## src/rtl/spi_seq_pkg.sv

```systemverilog
// Shared types and default parameters for the SPI command sequencer.
//   seq_state_t        : sequencer FSM states
//   DEF_*              : default values for the top-level parameters
package spi_seq_pkg;

    typedef enum logic [1:0] {
        IDLE  = 2'd0,
        START = 2'd1,
        WAIT  = 2'd2,
        GAP   = 2'd3
    } seq_state_t;

    localparam int DEF_DATA_WIDTH     = 16;
    localparam int DEF_FIFO_DEPTH     = 4;
    localparam int DEF_GAP_CYCLES     = 2;
    localparam int DEF_TIMEOUT_CYCLES = 1023;

endpackage

```

## src/rtl/spi_seq_fifo.sv

```systemverilog
// Synchronous first-word-fall-through FIFO.
//   clk, rst    : clock, synchronous active-high reset (empties the FIFO)
//   push/push_data : write port; ignored when full
//   pop/pop_data   : head entry is always visible on pop_data; pop ignored when empty
//   count       : occupancy, 0..DEPTH
module spi_seq_fifo #(
    parameter int WIDTH = 16,
    parameter int DEPTH = 4
) (
    input  logic                     clk,
    input  logic                     rst,
    input  logic                     push,
    input  logic [WIDTH-1:0]         push_data,
    input  logic                     pop,
    output logic [WIDTH-1:0]         pop_data,
    output logic [$clog2(DEPTH):0]   count
);

    localparam int AW = $clog2(DEPTH);
    localparam int CW = AW + 1;
    localparam logic [CW-1:0] FULL_CNT = CW'(DEPTH);

    logic [WIDTH-1:0] mem [DEPTH];
    logic [AW-1:0]    wr_ptr;
    logic [AW-1:0]    rd_ptr;
    logic             full;
    logic             empty;
    logic             do_push;
    logic             do_pop;

    assign full    = (count == FULL_CNT);
    assign empty   = (count == '0);
    assign do_push = push && !full;
    assign do_pop  = pop && !empty;

    // Show zero rather than stale storage when nothing is queued.
    assign pop_data = empty ? '0 : mem[rd_ptr];

    // DEPTH is a power of two, so the pointers wrap on natural overflow.
    always_ff @(posedge clk) begin
        if (rst) begin
            wr_ptr <= '0;
            rd_ptr <= '0;
            count  <= '0;
        end else begin
            if (do_push) begin
                mem[wr_ptr] <= push_data;
                wr_ptr      <= wr_ptr + AW'(1);
            end
            if (do_pop) begin
                rd_ptr <= rd_ptr + AW'(1);
            end
            case ({do_push, do_pop})
                2'b10:   count <= count + CW'(1);
                2'b01:   count <= count - CW'(1);
                default: count <= count;
            endcase
        end
    end

endmodule

```

## src/rtl/spi_cmd_sequencer.sv

```systemverilog
// SPI command sequencer: queues command words, issues them one at a time to
// an SPI host, and queues the returned words as responses.
//   clk, rst                        : clock, synchronous active-high reset
//   cmd_data/cmd_valid/cmd_ready    : command write handshake
//   rsp_data/rsp_valid/rsp_ready    : response read handshake (FWFT)
//   host_tx_data/host_tx_start      : to SPI host (data held from START to next START)
//   host_tx_done/host_rx_data/host_rx_valid : from SPI host
//   busy        : FSM not in IDLE
//   timeout_err : sticky, set when the host fails to finish in time
//   cmd_level   : command FIFO occupancy
//
// state | meaning
// ------+-------------------------------------------------------------
// IDLE  | waiting for a queued command and a free response slot
// START | host_tx_start pulse; command already latched into host_tx_data
// WAIT  | waiting for host_tx_done, capturing rx words, timeout running
// GAP   | enforced idle time between transfers
module spi_cmd_sequencer
    import spi_seq_pkg::*;
#(
    parameter int DATA_WIDTH     = DEF_DATA_WIDTH,
    parameter int FIFO_DEPTH     = DEF_FIFO_DEPTH,
    parameter int GAP_CYCLES     = DEF_GAP_CYCLES,
    parameter int TIMEOUT_CYCLES = DEF_TIMEOUT_CYCLES
) (
    input  logic                           clk,
    input  logic                           rst,
    input  logic [DATA_WIDTH-1:0]          cmd_data,
    input  logic                           cmd_valid,
    output logic                           cmd_ready,
    output logic [DATA_WIDTH-1:0]          rsp_data,
    output logic                           rsp_valid,
    input  logic                           rsp_ready,
    output logic [DATA_WIDTH-1:0]          host_tx_data,
    output logic                           host_tx_start,
    input  logic                           host_tx_done,
    input  logic [DATA_WIDTH-1:0]          host_rx_data,
    input  logic                           host_rx_valid,
    output logic                           busy,
    output logic                           timeout_err,
    output logic [$clog2(FIFO_DEPTH):0]    cmd_level
);

    localparam int LW      = $clog2(FIFO_DEPTH) + 1;
    localparam int CNT_MAX = (TIMEOUT_CYCLES > GAP_CYCLES) ? TIMEOUT_CYCLES : GAP_CYCLES;
    localparam int CNT_W   = $clog2(CNT_MAX + 1) + 1;

    localparam logic [LW-1:0]    FULL_LEVEL   = LW'(FIFO_DEPTH);
    localparam logic [CNT_W-1:0] TIMEOUT_LAST = CNT_W'(TIMEOUT_CYCLES - 1);
    localparam logic [CNT_W-1:0] GAP_LAST     = CNT_W'((GAP_CYCLES > 0) ? GAP_CYCLES - 1 : 0);
    // With no gap configured, a finished transfer returns straight to IDLE.
    localparam seq_state_t       AFTER_XFER   = (GAP_CYCLES == 0) ? IDLE : GAP;

    seq_state_t            state;
    seq_state_t            next_state;
    logic [CNT_W-1:0]      cnt;
    logic [CNT_W-1:0]      cnt_next;
    logic [DATA_WIDTH-1:0] tx_data_q;
    logic [DATA_WIDTH-1:0] cmd_head;
    logic [LW-1:0]         rsp_level;
    logic                  cmd_push;
    logic                  take_cmd;
    logic                  rsp_push;
    logic                  rsp_pop;
    logic                  set_err;
    logic                  cmd_empty;
    logic                  rsp_full;

    assign cmd_ready     = (cmd_level != FULL_LEVEL);
    assign cmd_push      = cmd_valid && cmd_ready;
    assign cmd_empty     = (cmd_level == '0);
    assign rsp_full      = (rsp_level == FULL_LEVEL);
    assign rsp_valid     = (rsp_level != '0);
    assign rsp_pop       = rsp_valid && rsp_ready;
    assign host_tx_data  = tx_data_q;
    assign host_tx_start = (state == START);
    assign busy          = (state != IDLE);

    spi_seq_fifo #(.WIDTH(DATA_WIDTH), .DEPTH(FIFO_DEPTH)) u_cmd_fifo (
        .clk       (clk),
        .rst       (rst),
        .push      (cmd_push),
        .push_data (cmd_data),
        .pop       (take_cmd),
        .pop_data  (cmd_head),
        .count     (cmd_level)
    );

    spi_seq_fifo #(.WIDTH(DATA_WIDTH), .DEPTH(FIFO_DEPTH)) u_rsp_fifo (
        .clk       (clk),
        .rst       (rst),
        .push      (rsp_push),
        .push_data (host_rx_data),
        .pop       (rsp_pop),
        .pop_data  (rsp_data),
        .count     (rsp_level)
    );

    always_ff @(posedge clk) begin
        if (rst) begin
            state       <= IDLE;
            cnt         <= '0;
            tx_data_q   <= '0;
            timeout_err <= 1'b0;
        end else begin
            state <= next_state;
            cnt   <= cnt_next;
            if (take_cmd) begin
                tx_data_q <= cmd_head;
            end
            if (set_err) begin
                timeout_err <= 1'b1;
            end
        end
    end

    // The command is popped and latched as START is entered so that the
    // data is already on host_tx_data during the host_tx_start pulse.
    always_comb begin
        next_state = state;
        cnt_next   = cnt;
        take_cmd   = 1'b0;
        rsp_push   = 1'b0;
        set_err    = 1'b0;
        case (state)
            IDLE: begin
                if (!cmd_empty && !rsp_full) begin
                    take_cmd   = 1'b1;
                    next_state = START;
                end
            end
            START: begin
                cnt_next   = '0;
                next_state = WAIT;
            end
            WAIT: begin
                if (host_tx_done) begin
                    rsp_push   = host_rx_valid;
                    cnt_next   = '0;
                    next_state = AFTER_XFER;
                end else if (cnt == TIMEOUT_LAST) begin
                    set_err    = 1'b1;
                    cnt_next   = '0;
                    next_state = AFTER_XFER;
                end else begin
                    rsp_push = host_rx_valid;
                    cnt_next = cnt + CNT_W'(1);
                end
            end
            GAP: begin
                if (cnt == GAP_LAST) begin
                    cnt_next   = '0;
                    next_state = IDLE;
                end else begin
                    cnt_next = cnt + CNT_W'(1);
                end
            end
            default: begin
                next_state = IDLE;
            end
        endcase
    end

endmodule

```

## config.mk

```make
export PLATFORM = sky130hd
export DESIGN_NAME = spi_cmd_sequencer
export DESIGN_NICKNAME = d
export VERILOG_FILES = /design/src/rtl/spi_seq_pkg.sv /design/src/rtl/spi_seq_fifo.sv /design/src/rtl/spi_cmd_sequencer.sv
export SDC_FILE = /design/constraint.sdc
export NUM_CORES = 1
export LEC_CHECK = 0
export CAP_MARGIN = 10
export CORE_MARGIN = 4
export CORE_UTILIZATION = 40
export CTS_BUF_LIST = sky130_fd_sc_hd__clkbuf_4
export DETAILED_ROUTE_END_ITERATION = 16
export PLACE_DENSITY = 0.56
export REMOVE_ABC_BUFFERS = 1
export SLEW_MARGIN = 5
export SYNTH_ARGS = -nofsm -noshare
export SYNTH_HDL_FRONTEND = slang
export SYNTH_SLANG_ARGS = --single-unit
```

## constraint.sdc

```tcl
create_clock -name clk -period 4.5 [get_ports clk]
set_clock_uncertainty 0.05 [all_clocks]
set_input_delay 1.35 -clock clk [delete_from_list [all_inputs] [get_ports clk]]
set_output_delay 1.35 -clock clk [all_outputs]
set_load 0.01 [all_outputs]
```

* After elaboration in Yosys (flattened, before gate mapping) *
Memories as Yosys holds them, arrays and structs flattened. A register that Yosys moved wholly into a read port is not among the register bits.
Cells that the tools add are included.

cells by class
  $add $sub $neg = 9
  multiply operators = 0
  divide/modulo/power cells = 0
  $lt $le $gt $ge = 0
  equality and inequality tests = 15
  shift-type cells = 0
  multiplexer cells = 28
  bitwise operators = 0
  reductions and logical operators = 20

operator list
  kind                                               number
  2-to-1 mux 11 bit                                  3
  case mux 11 bit (3 select lines)                   1
  2-to-1 mux 16 bit                                  1
  2-to-1 mux 1 bit                                   14
  2-to-1 mux 2 bit                                   6
  case mux 3 bit (2 select lines)                    2
  adder 11 x 1 -> 11 bit (second input constant)     1
  == test 11 x 1 -> 1 bit (second input constant)    1
  == test 11 x 10 -> 1 bit (second input constant)   1
  adder 2 x 1 -> 2 bit (second input constant)       4
  == test 2 bit (second input constant)              4
  case mux 2 bit (4 select lines)                    1
  logical AND 1 bit                                  7
  adder 3 x 1 -> 3 bit (second input constant)       2
  == test 2 x 1 -> 1 bit (second input constant)     3
  == test 3 bit (second input constant)              2
  zero test 3 bit                                    2
  inequality test 3 bit (second input constant)      2
  nonzero test 2 bit                                 3
  nonzero test 3 bit                                 2
  subtractor 3 x 1 -> 3 bit (second input constant)  2
  zero test 1 bit                                    4
  inequality test 2 bit (second input constant)      2
  AND reduction 3 bit                                1
  zero test 2 bit                                    1

word-level totals
  register bits after elaboration = 28
  bits in latches = 0
  memory bits (writable) = 128
  ROM bits = 0
  output and inout bits = 40
  word-level logic and storage cells = 83
  memories = 2

memories
  name            words  bits a word  rd ports  clocked after memory_dff  wr ports  line                source
  u_cmd_fifo.mem  4      16           1         1                         1         spi_seq_fifo.sv:23  logic [WIDTH-1:0] mem [DEPTH];
  u_rsp_fifo.mem  4      16           1         1                         1         spi_seq_fifo.sv:23

* Depth between registers and ports, before layout *
Gate-level depths: netlist of run 1.

  word-level depth = 8
  depth in mapped cells = 11
  mapped depth without buffers = 11

* Modules after synthesis *
Synthesis of run 1 repeated with hierarchy kept, for this count alone.

unflattened totals
  cells, all modules = 485
  area, all modules = 7473.4 µm²

modules (own cells, without submodules)
  module             instances  cells each  area each (µm²)  seq. area each (µm²)
  spi_seq_fifo       2          154         2939.1           2102.0
  spi_cmd_sequencer  1          177         1595.3           600.6

* Worst setup path before layout of run 1 *
No wires, ideal clock.

  path type = in2reg
  start point = input host_tx_done
  end point = register u_rsp_fifo.count[2]
  setup time = 0.070 ns
  arrival = 3.025 ns
  data required time = 4.380 ns
  setup slack = 1.355 ns
  stages = 8
  cells stage by stage = nor4_2 -> or2_2 -> ha_1 -> inv_1 -> fa_1 -> xor2_1 -> or3_1 -> a21oi_1

on the way
  cells in the longest elaborated chain, start to end = 5
  elaborated cells on any way between the ends = 7
  those cells by class = 2 x eq/ne; 3 x mux; 2 x reduce/logical

RTL lines
  what                                                                          line                      source
  from (decl)                                                                   spi_cmd_sequencer.sv:36   input logic host_tx_done,
  2-to-1 mux 1 bit (*)                                                          spi_cmd_sequencer.sv:137  if (host_tx_done) begin
  2-to-1 mux 1 bit (*)                                                          spi_cmd_sequencer.sv:125  case (state)
  logical AND 1 bit (*)                                                         spi_seq_fifo.sv:33        assign do_push = push && !full;
  == test 2 x 1 -> 1 bit / == test 2 bit (equally long branches)                spi_seq_fifo.sv:53        case ({do_push, do_pop})
  case mux 3 bit (2 select lines) / nonzero test 2 bit (equally long branches)  --
  to (signal assigned)                                                          spi_seq_fifo.sv:54        2'b10: count <= count + CW'(1);
  to (signal assigned)                                                          spi_seq_fifo.sv:55        2'b01: count <= count - CW'(1);
  to (signal assigned)                                                          spi_seq_fifo.sv:56        default: count <= count;
  to (decl)                                                                     spi_seq_fifo.sv:16        output logic [$clog2(DEPTH):0] count

Every way passes the cells marked *; elsewhere a longest branch is shown, timed or not.
A chain may end at the register's enable or synchronous reset.

==> results of run 1 <==
-- registers in the layout, indices dropped and copies added (netlist names), named ones only --
name	flops
u_cmd_fifo.mem	64
u_cmd_fifo.wr_ptr	2
u_rsp_fifo.rd_ptr	2
host_tx_data	16
timeout_err	1
cnt	11
u_rsp_fifo.mem	64
u_rsp_fifo.count	3
u_cmd_fifo.rd_ptr	2
state	2
u_cmd_fifo.count	3
u_rsp_fifo.wr_ptr	2
-- worst max-delay path: cells and delay by family (launching register included) --
kind / cells / cell delay (ns)
mux: 1 / 0.40
buf+inv: 1 / 0.48
simple gates: 1 / 0.19
flops: 1 / 0.90
-- cell type report --
cell class,count,area (µm²),area share
timing repair buffer,89,861,0.101
multi-input combinational,256,2220,0.260
sequential,174,4760,0.558
tap,225,282,0.0330
clock inverter,14,174,0.0204
antenna,1,2.50,0.000293
inverter,26,97.6,0.0114
clock buffer,18,135,0.0158
-- kinds of logic (layout without fill, tap and decap cells) --
group                    count (synthesis)  in the layout  synth area share
AO/OA/AOI/OAI                           64             64            0.0632
XOR/XNOR                                 9              9            0.0109
adder cells (fa/ha/maj)                 20             20            0.0367
buffers and inverters                   49            147            0.0331
flip-flops                             174            174             0.660
multiplexers                            33             33             0.101
other                                    0              1                 0
AND/OR/NAND/NOR                        130            130            0.0954
-- path summary, 6_finish.rpt --
| check | from | end | slack, ns | cells past startpoint |
|---|---|---|---|---|
| hold reg to reg | host_tx_data[13] | host_tx_data[13] | 0.42 | 2 |
| hold / removal | host_tx_data[13] | host_tx_data[13] | 0.42 | 2 |
| setup reg to reg | cnt[8] | u_rsp_fifo.count[2] | 1.70 | 9 |
| setup / recovery | register | rsp_data[8] | 0.59 | 3 |
-- power by group --
group	switching, mW	internal, mW	total, mW	leakage (nW)
Sequential	0.100	1.87	1.97	1.53
Combinational	0.667	0.613	1.28	1.06
Clock	0.575	0.360	0.935	0.169
-- per-layer routing --
metal,up-vias,share of wire
met5,-,0
met4,0,0.011
met3,14,0.053
met2,113,0.52
met1,2107,0.42
li1,1969,-
-- layout by cell type, fill, tap and decap left out, drive strengths merged, types with 2 or more instances in the layout --
cell / netlist / final
a21oi: 26 / 26
a22oi: 6 / 6
and2: 27 / 27
and3: 4 / 4
buf: 15 / 12
bufinv: 0 / 2
clkbuf: 8 / 18
clkdlybuf4s50: 0 / 77
clkinv: 0 / 5
dfxtp: 46 / 46
edfxtp: 128 / 128
fa: 2 / 2
ha: 18 / 18
inv: 26 / 33
mux4: 32 / 32
nand2: 43 / 43
nand3: 8 / 8
nand4: 3 / 3
nor2: 23 / 23
nor3: 2 / 2
nor4: 4 / 4
o2111ai: 7 / 7
o211ai: 6 / 6
o21a: 2 / 2
o21ai: 9 / 9
o221ai: 3 / 3
or2: 2 / 2
or3: 5 / 5
or3b: 3 / 3
xnor2: 3 / 3
xor2: 6 / 6
==> results.toml, run 1 <==
[sta]
slew_headroom = 0.351
setup_violations = 0
holdWs_ns = 0.419
max_slew.worst_pin.slew_ns = 0.973
period_share = 0.870
max_clock_freq_ghz = 0.255
setup_slack_ns = 0.586
hold_viol_final = 0
tns_ns = 0
final_max_slew_viol_count = 0
rsz0062_at_grt = "false"
min_period_ns = 3.91

[yosys]
ys_warn_count = 0
avgSynthCellArea_um2 = 15.1
yosysSeqAreaShare = 0.660
synth_cell_type_count = 48
yosysMostFrequentCell = "edfxtp_1"
synth-edff-count = 128
synth_top_cell_area_share = 0.532
synth.ff_latch_count = 174
yosys_most_used_dff = "edfxtp_1"
async_reset_ff_frac = 0
yosys.area.top_type = "edfxtp_1"
synth_area_leaders = "edfxtp_1, dfxtp_1, mux4_2"
mappedNetlistArea_um2 = 7220
netlist_instances = 479
synth_common_cells = "edfxtp_1, dfxtp_1, nand2_1"

[critical_path]
critPathSlowestCell = "dfxtp_1"
worstSetupPathType = "register to output port"
arrival_ns = 2.51
crit_chain = "mux4_2 > and2_1 > clkdlybuf4s50_1"
slowest_delay_ns = 0.90
startpoint_type = "register"
path_max_fanout = 16
end_kind = "output port"
cp.required_ns = 3.10

[place]
post-place-ws_ns = 0.662
gp_congestion = 0.790
placedCellCount = 770
portBuffers = 77
dp_hpwl_um = 9150
placed_cell_area_um2 = 8230

[power_and_ir_drop]
p_leak_nw = 2.76
peakVddDrop_uv = 267
power.density_nw_per_um2 = 491
p_total_mw = 4.19

[drt]
drc_errors = 0
num_vias = 4203
routed_wl_um = 14200
ant_nets = 0
drt_iter0_markers = 237
vias_per_cell = 5.23
dr.pass1.iters = 4
wl_per_cell_um = 17.7

[global_routing]
grt_antenna_before_repair = 1
gr-max-usage-layer = "met2"
overflow = 0
grt_use_total = 0.147
gr-usage-met1 = 0.180
grt_use_met2 = 0.252
grt_pass1_vias = 4356
grt_max_degree = 26
use_met3 = 0.0457
grt_pass1_wl_um = 22900

[floorplan]
rows = 48
core_area_um2 = 17500
ios = 78
die_y_um = 142
die_x_um = 142
initial_utilization = 0.413
die-area_um2 = 20300

[cells_and_area]
fill_cells = 1486
areaGrowthSynthToFinish_pct = 18.2
final_core_util = 0.488
drive_gt1_frac = 0.158
nNetsFinal = 622
design_area_um2 = 8540
fin_cells = 803

[clocking]
cts_buffer_depth = 2
clk_pin_slew_ns = 0.15
post_cts_buffers = 0
cts_sinks = 174
cts_hold_buf = 0
cts-root-buf = "clkbuf_4"
cts-buffers-inserted = 17
htree_levels = 4
clock_latency_ns = 0.56
cts_tree = "done"
cts_resized = 0

[job]
maxCapViolCount = 0

[worst_hold_path]
worstHoldPathType = "register to register"

[run_status]
status = "completed"
No activity file was read; power rests on OpenSTA's default activity.
==> run 2, diff against run 1 <==
--- a/config.mk
+++ b/config.mk
@@ -10,7 +10,7 @@
 export CORE_UTILIZATION = 40
 export CTS_BUF_LIST = sky130_fd_sc_hd__clkbuf_4
 export DETAILED_ROUTE_END_ITERATION = 16
-export PLACE_DENSITY = 0.56
+export PLACE_DENSITY = 0.58
 export REMOVE_ABC_BUFFERS = 1
 export SLEW_MARGIN = 5
 export SYNTH_ARGS = -nofsm -noshare
==> constraint.sdc (replaced) <==
create_clock -name clk -period 3.5 [get_ports clk]
set_clock_uncertainty 0.05 [all_clocks]
set_input_delay 1.05 -clock clk [delete_from_list [all_inputs] [get_ports clk]]
set_output_delay 1.05 -clock clk [all_outputs]
set_load 0.01 [all_outputs]
==> results.toml, run 2 (same netlist as run 1, synthesis figures left out) <==
[power_and_ir_drop]
power.density_nw_per_um2 = 614
peakVddDrop_uv = 328
p_total_mw = 5.24
p_leak_nw = 2.75

[cells_and_area]
final_common_cell = "edfxtp_1"
fin_cells = 807
areaGrowthSynthToFinish_pct = 18.2
nNetsFinal = 625
final_cell_mix = "edfxtp_1, clkdlybuf4s50_1, dfxtp_1"
drive_gt1_frac = 0.166
design_area_um2 = 8540
final_core_util = 0.489

[drt]
num_vias = 4174
dr.pass1.iters = 4
wl_per_cell_um = 17.5
drc_errors = 0
vias_per_cell = 5.17
ant_nets = 0
routed_wl_um = 14100
drt_iter0_markers = 209

[job]
maxCapViolCount = 0

[clocking]
cts_tree = "done"
cts_buffer_depth = 2
cts_sinks = 174
cts-buffers-inserted = 17
cts-root-buf = "clkbuf_4"
clock_latency_ns = 0.57
htree_levels = 4
cts_hold_buf = 0
clk_pin_slew_ns = 0.14

[sta]
setup_slack_ns = 0.135
max_slew.worst_pin.slew_ns = 0.967
period_share = 0.961
rsz0062_at_grt = "false"
slew_headroom = 0.354
tns_ns = 0
final_max_slew_viol_count = 0
min_period_ns = 3.36
max_clock_freq_ghz = 0.297
setup_violations = 0
hold_viol_final = 0
holdWs_ns = 0.420

[place]
portBuffers = 77
dp_hpwl_um = 8970
placed_cell_area_um2 = 8250
gp_congestion = 0.788
placedCellCount = 772
post-place-ws_ns = 0.0958

[critical_path]
slowest_delay_ns = 0.49
crit_chain = "clkbuf_16 > mux4_2 > and2_1 > clkdlybuf4s50_1"
r2r_cells = 10
ff2ff_setup_slack_ns = 0.66
critPathSlowestCell = "mux4_2"
arrival_ns = 2.26
path_max_fanout = 8
worstSetupPathType = "register to output port"
end_kind = "output port"
startpoint_type = "register"
cp.required_ns = 2.40

[floorplan]
die_x_um = 142
die_y_um = 142
initial_utilization = 0.413
core_area_um2 = 17500
die-area_um2 = 20300
rows = 48
ios = 78

[worst_hold_path]
min_path_cells = 2
worstHoldPathType = "register to register"

[global_routing]
overflow = 0
grt_use_total = 0.147
grt_antenna_before_repair = 1
grt_pass1_wl_um = 23000
grt_max_degree = 30
grt_pass1_vias = 4423

[run_status]
status = "completed"
-- run 2: cell count changes in the layout (fill, tap and decap cells not counted), moves of 2 or more --
cell	change
clkinvlp_4	+2
clkinv_2	+3
inv_8	-2
bufinv_16	-2
-- run 2: final timing paths --
| path | from | endpoint |
|---|---|---|
| min reg2reg | host_tx_data[13] | host_tx_data[13] |
| max reg2reg | state[0] | u_cmd_fifo.count[2] |
| max | register | rsp_data[6] |
| min | host_tx_data[13] | host_tx_data[13] |
-- run 2: layout make-up --
type | count | area [µm²]
clock inverter | 14 | 113
inverter | 26 | 97.6
antenna | 2 | 5.00
tap | 225 | 282
multi-input combinational | 256 | 2230
timing repair buffer | 92 | 913
clock buffer | 18 | 135
sequential | 174 | 4770
fill | 1486 | 8940
-- run 2: what timing repair did --
item / in CTS / in global routing
endpoints found under the hold margin: 0 / 0
cloned: 0 / 1
gates resized for setup: 1 / 2
endpoints found under the setup margin: 6 / 9
setup buffers: 0 / 0
-- run 2: layer usage --
metal | part of all wire | up-vias | track usage
met5 | 0 | - | 0
met4 | 0.014 | 0 | 0.0490
met3 | 0.047 | 17 | 0.0349
met2 | 0.49 | 105 | 0.244
met1 | 0.45 | 2075 | 0.190
li1 | - | 1977 | -
-- run 2: power breakdown --
group,leakage (nW),total (mW),internal (mW),switching (mW)
clock,0.137,1.01,0.303,0.709
combinational,1.09,1.69,0.820,0.869
sequential,1.53,2.54,2.41,0.130
-- run 2: worst max-delay path: cells and delay by family (launching register included) --
| family | cells | cell delay, ns |
|---|---|---|
| buffers and inverters | 2 | 0.64 |
| and+or+nand+nor | 1 | 0.17 |
| muxes | 1 | 0.49 |
| DFF | 1 | 0.40 |
==> run 3, diff against run 2 <==
--- a/config.mk
+++ b/config.mk
@@ -10,7 +10,8 @@
 export CORE_UTILIZATION = 40
 export CTS_BUF_LIST = sky130_fd_sc_hd__clkbuf_4
 export DETAILED_ROUTE_END_ITERATION = 16
-export PLACE_DENSITY = 0.58
+export DONT_BUFFER_PORTS = 1
+export PLACE_DENSITY = 0.52
 export REMOVE_ABC_BUFFERS = 1
 export SLEW_MARGIN = 5
 export SYNTH_ARGS = -nofsm -noshare
==> results.toml, run 3 (same netlist as run 1, synthesis figures left out) <==
[cells_and_area]
areaGrowthSynthToFinish_pct = 7.66
multiInputGateArea_um2 = 2220
drive_gt1_frac = 0.182
nNetsFinal = 544
final_core_util = 0.445
final_cell_mix = "edfxtp_1, dfxtp_1, nand2_1"
fill_cells = 1573
seqCellArea_um2 = 4760
final_common_cell = "edfxtp_1"

[sta]
slew_headroom = 0.387
hold_viol_final = 0
max_clock_freq_ghz = 0.325
max_slew.worst_pin.slew_ns = 0.919
setup_violations = 0
tns_ns = 0
min_period_ns = 3.08
final_max_slew_viol_count = 0
setup_slack_ns = 0.419
rsz0062_at_grt = "false"
holdWs_ns = 0.464
period_share = 0.880

[clocking]
cts-root-buf = "clkbuf_4"
cts_sinks = 174
htree_levels = 4
clk_pin_slew_ns = 0.15
cts-buffers-inserted = 17
cts_buffer_depth = 2
cts_hold_buf = 0
cts_tree = "done"
cts_resized = 0
clock_latency_ns = 0.55
post_cts_buffers = 0

[critical_path]
slowest_delay_ns = 0.57
cp.required_ns = 2.40
end_kind = "output port"
cp_num_buf_inv = 1
critPathSlowestCell = "mux4_2"
ff2ff_setup_slack_ns = 0.71
arrival_ns = 1.98
worstSetupPathType = "register to output port"
crit_chain = "buf_4 > mux4_2 > and2_1"
path_max_fanout = 16
cp_num_cells = 3
startpoint_type = "register"
r2r_cells = 9
path_delay_family = "multiplexers"

[floorplan]
rows = 48
die-area_um2 = 20300
die_x_um = 142
ios = 78
core_area_um2 = 17500
initial_utilization = 0.413
die_y_um = 142

[global_routing]
grt_pass1_wl_um = 21900
use_met3 = 0.0612
gr-usage-met1 = 0.165
grt_max_degree = 40
grt_use_met2 = 0.243
gr-max-usage-layer = "met2"
grt_use_total = 0.143
grt_antenna_before_repair = 1
overflow = 0
grt_pass1_vias = 3980

[place]
dp_hpwl_um = 8780
portBuffers = 0
gp_congestion = 0.776
post-place-ws_ns = 0.399

[drt]
routed_wl_um = 13800
drc_errors = 0
wl_per_cell_um = 19.0
num_vias = 3803
vias_per_cell = 5.25
dr.pass1.iters = 4
drt_iter0_markers = 202
ant_nets = 0

[run_status]
status = "completed"

[worst_hold_path]
worstHoldPathType = "register to register"
min_path_cells = 2

[power_and_ir_drop]
peakVddDrop_uv = 455
power.density_nw_per_um2 = 651
p_leak_nw = 2.48

[job]
maxCapViolCount = 0
==> run 3: cell count changes in the layout (fill, tap and decap cells not counted), moves of 2 or more <==
cell             before  now
clkdlybuf4s50_1      77    0
bufinv_16             0    3
clkinv_2              4    1
inv_6                 3    7
buf_4                13   11
==> run 3: area by class of cell <==
| type | count | area share |
|---|---|---|
| repair buffers | 11 | 0.0106 |
| inverters | 26 | 0.0125 |
| diodes | 1 | 0.000322 |
| clock inverters | 15 | 0.0257 |
| flip-flops and latches | 174 | 0.613 |
| clock buffers | 17 | 0.0164 |
| well taps | 225 | 0.0362 |
| multi-input cells | 256 | 0.286 |
==> run 3: final timing paths <==
kind         startpoint             endpoint
max            register          rsp_data[9]
min            state[1]             state[1]
max reg2reg      cnt[6]  u_rsp_fifo.count[2]
min reg2reg    state[1]             state[1]
==> run 3: tightest hold or removal path: cells and delay by family (launching register included) <==
kind | cells | cell delay [ns]
flops | 1 | 0.37
mux | 1 | 0.05
simple gates | 1 | 0.06
==> run 3: through the flow <==
stage | std cells | cell area (µm²) | total power [mW]
2_1_floorplan | 456 | 7080 | 3.53
3_3_place_gp | 692 | 7450 | 3.85
3_5_place_dp | 692 | 7450 | 3.89
4_1_cts | 724 | 7770 | 5.16
5_1_grt | 725 | 7780 | 5.42
6_report | 725 | 7780 | 5.06
==> run 3: metal layers <==
| metal | vias up | part of all wire |
|---|---|---|
| met3 | 12 | 0.080 |
| met5 | - | 0 |
| met1 | 1894 | 0.40 |
| li1 | 1808 | - |
| met4 | 0 | 0.012 |
| met2 | 89 | 0.50 |
==> run 3: report_power, final <==
part | switching, mW | leakage, nW | internal (mW)
Sequential | 0.182 | 1.53 | 2.41
Clock | 0.743 | 0.173 | 0.523
Combinational | 0.733 | 0.774 | 0.471
Total | 1.66 | 2.48 | 3.40
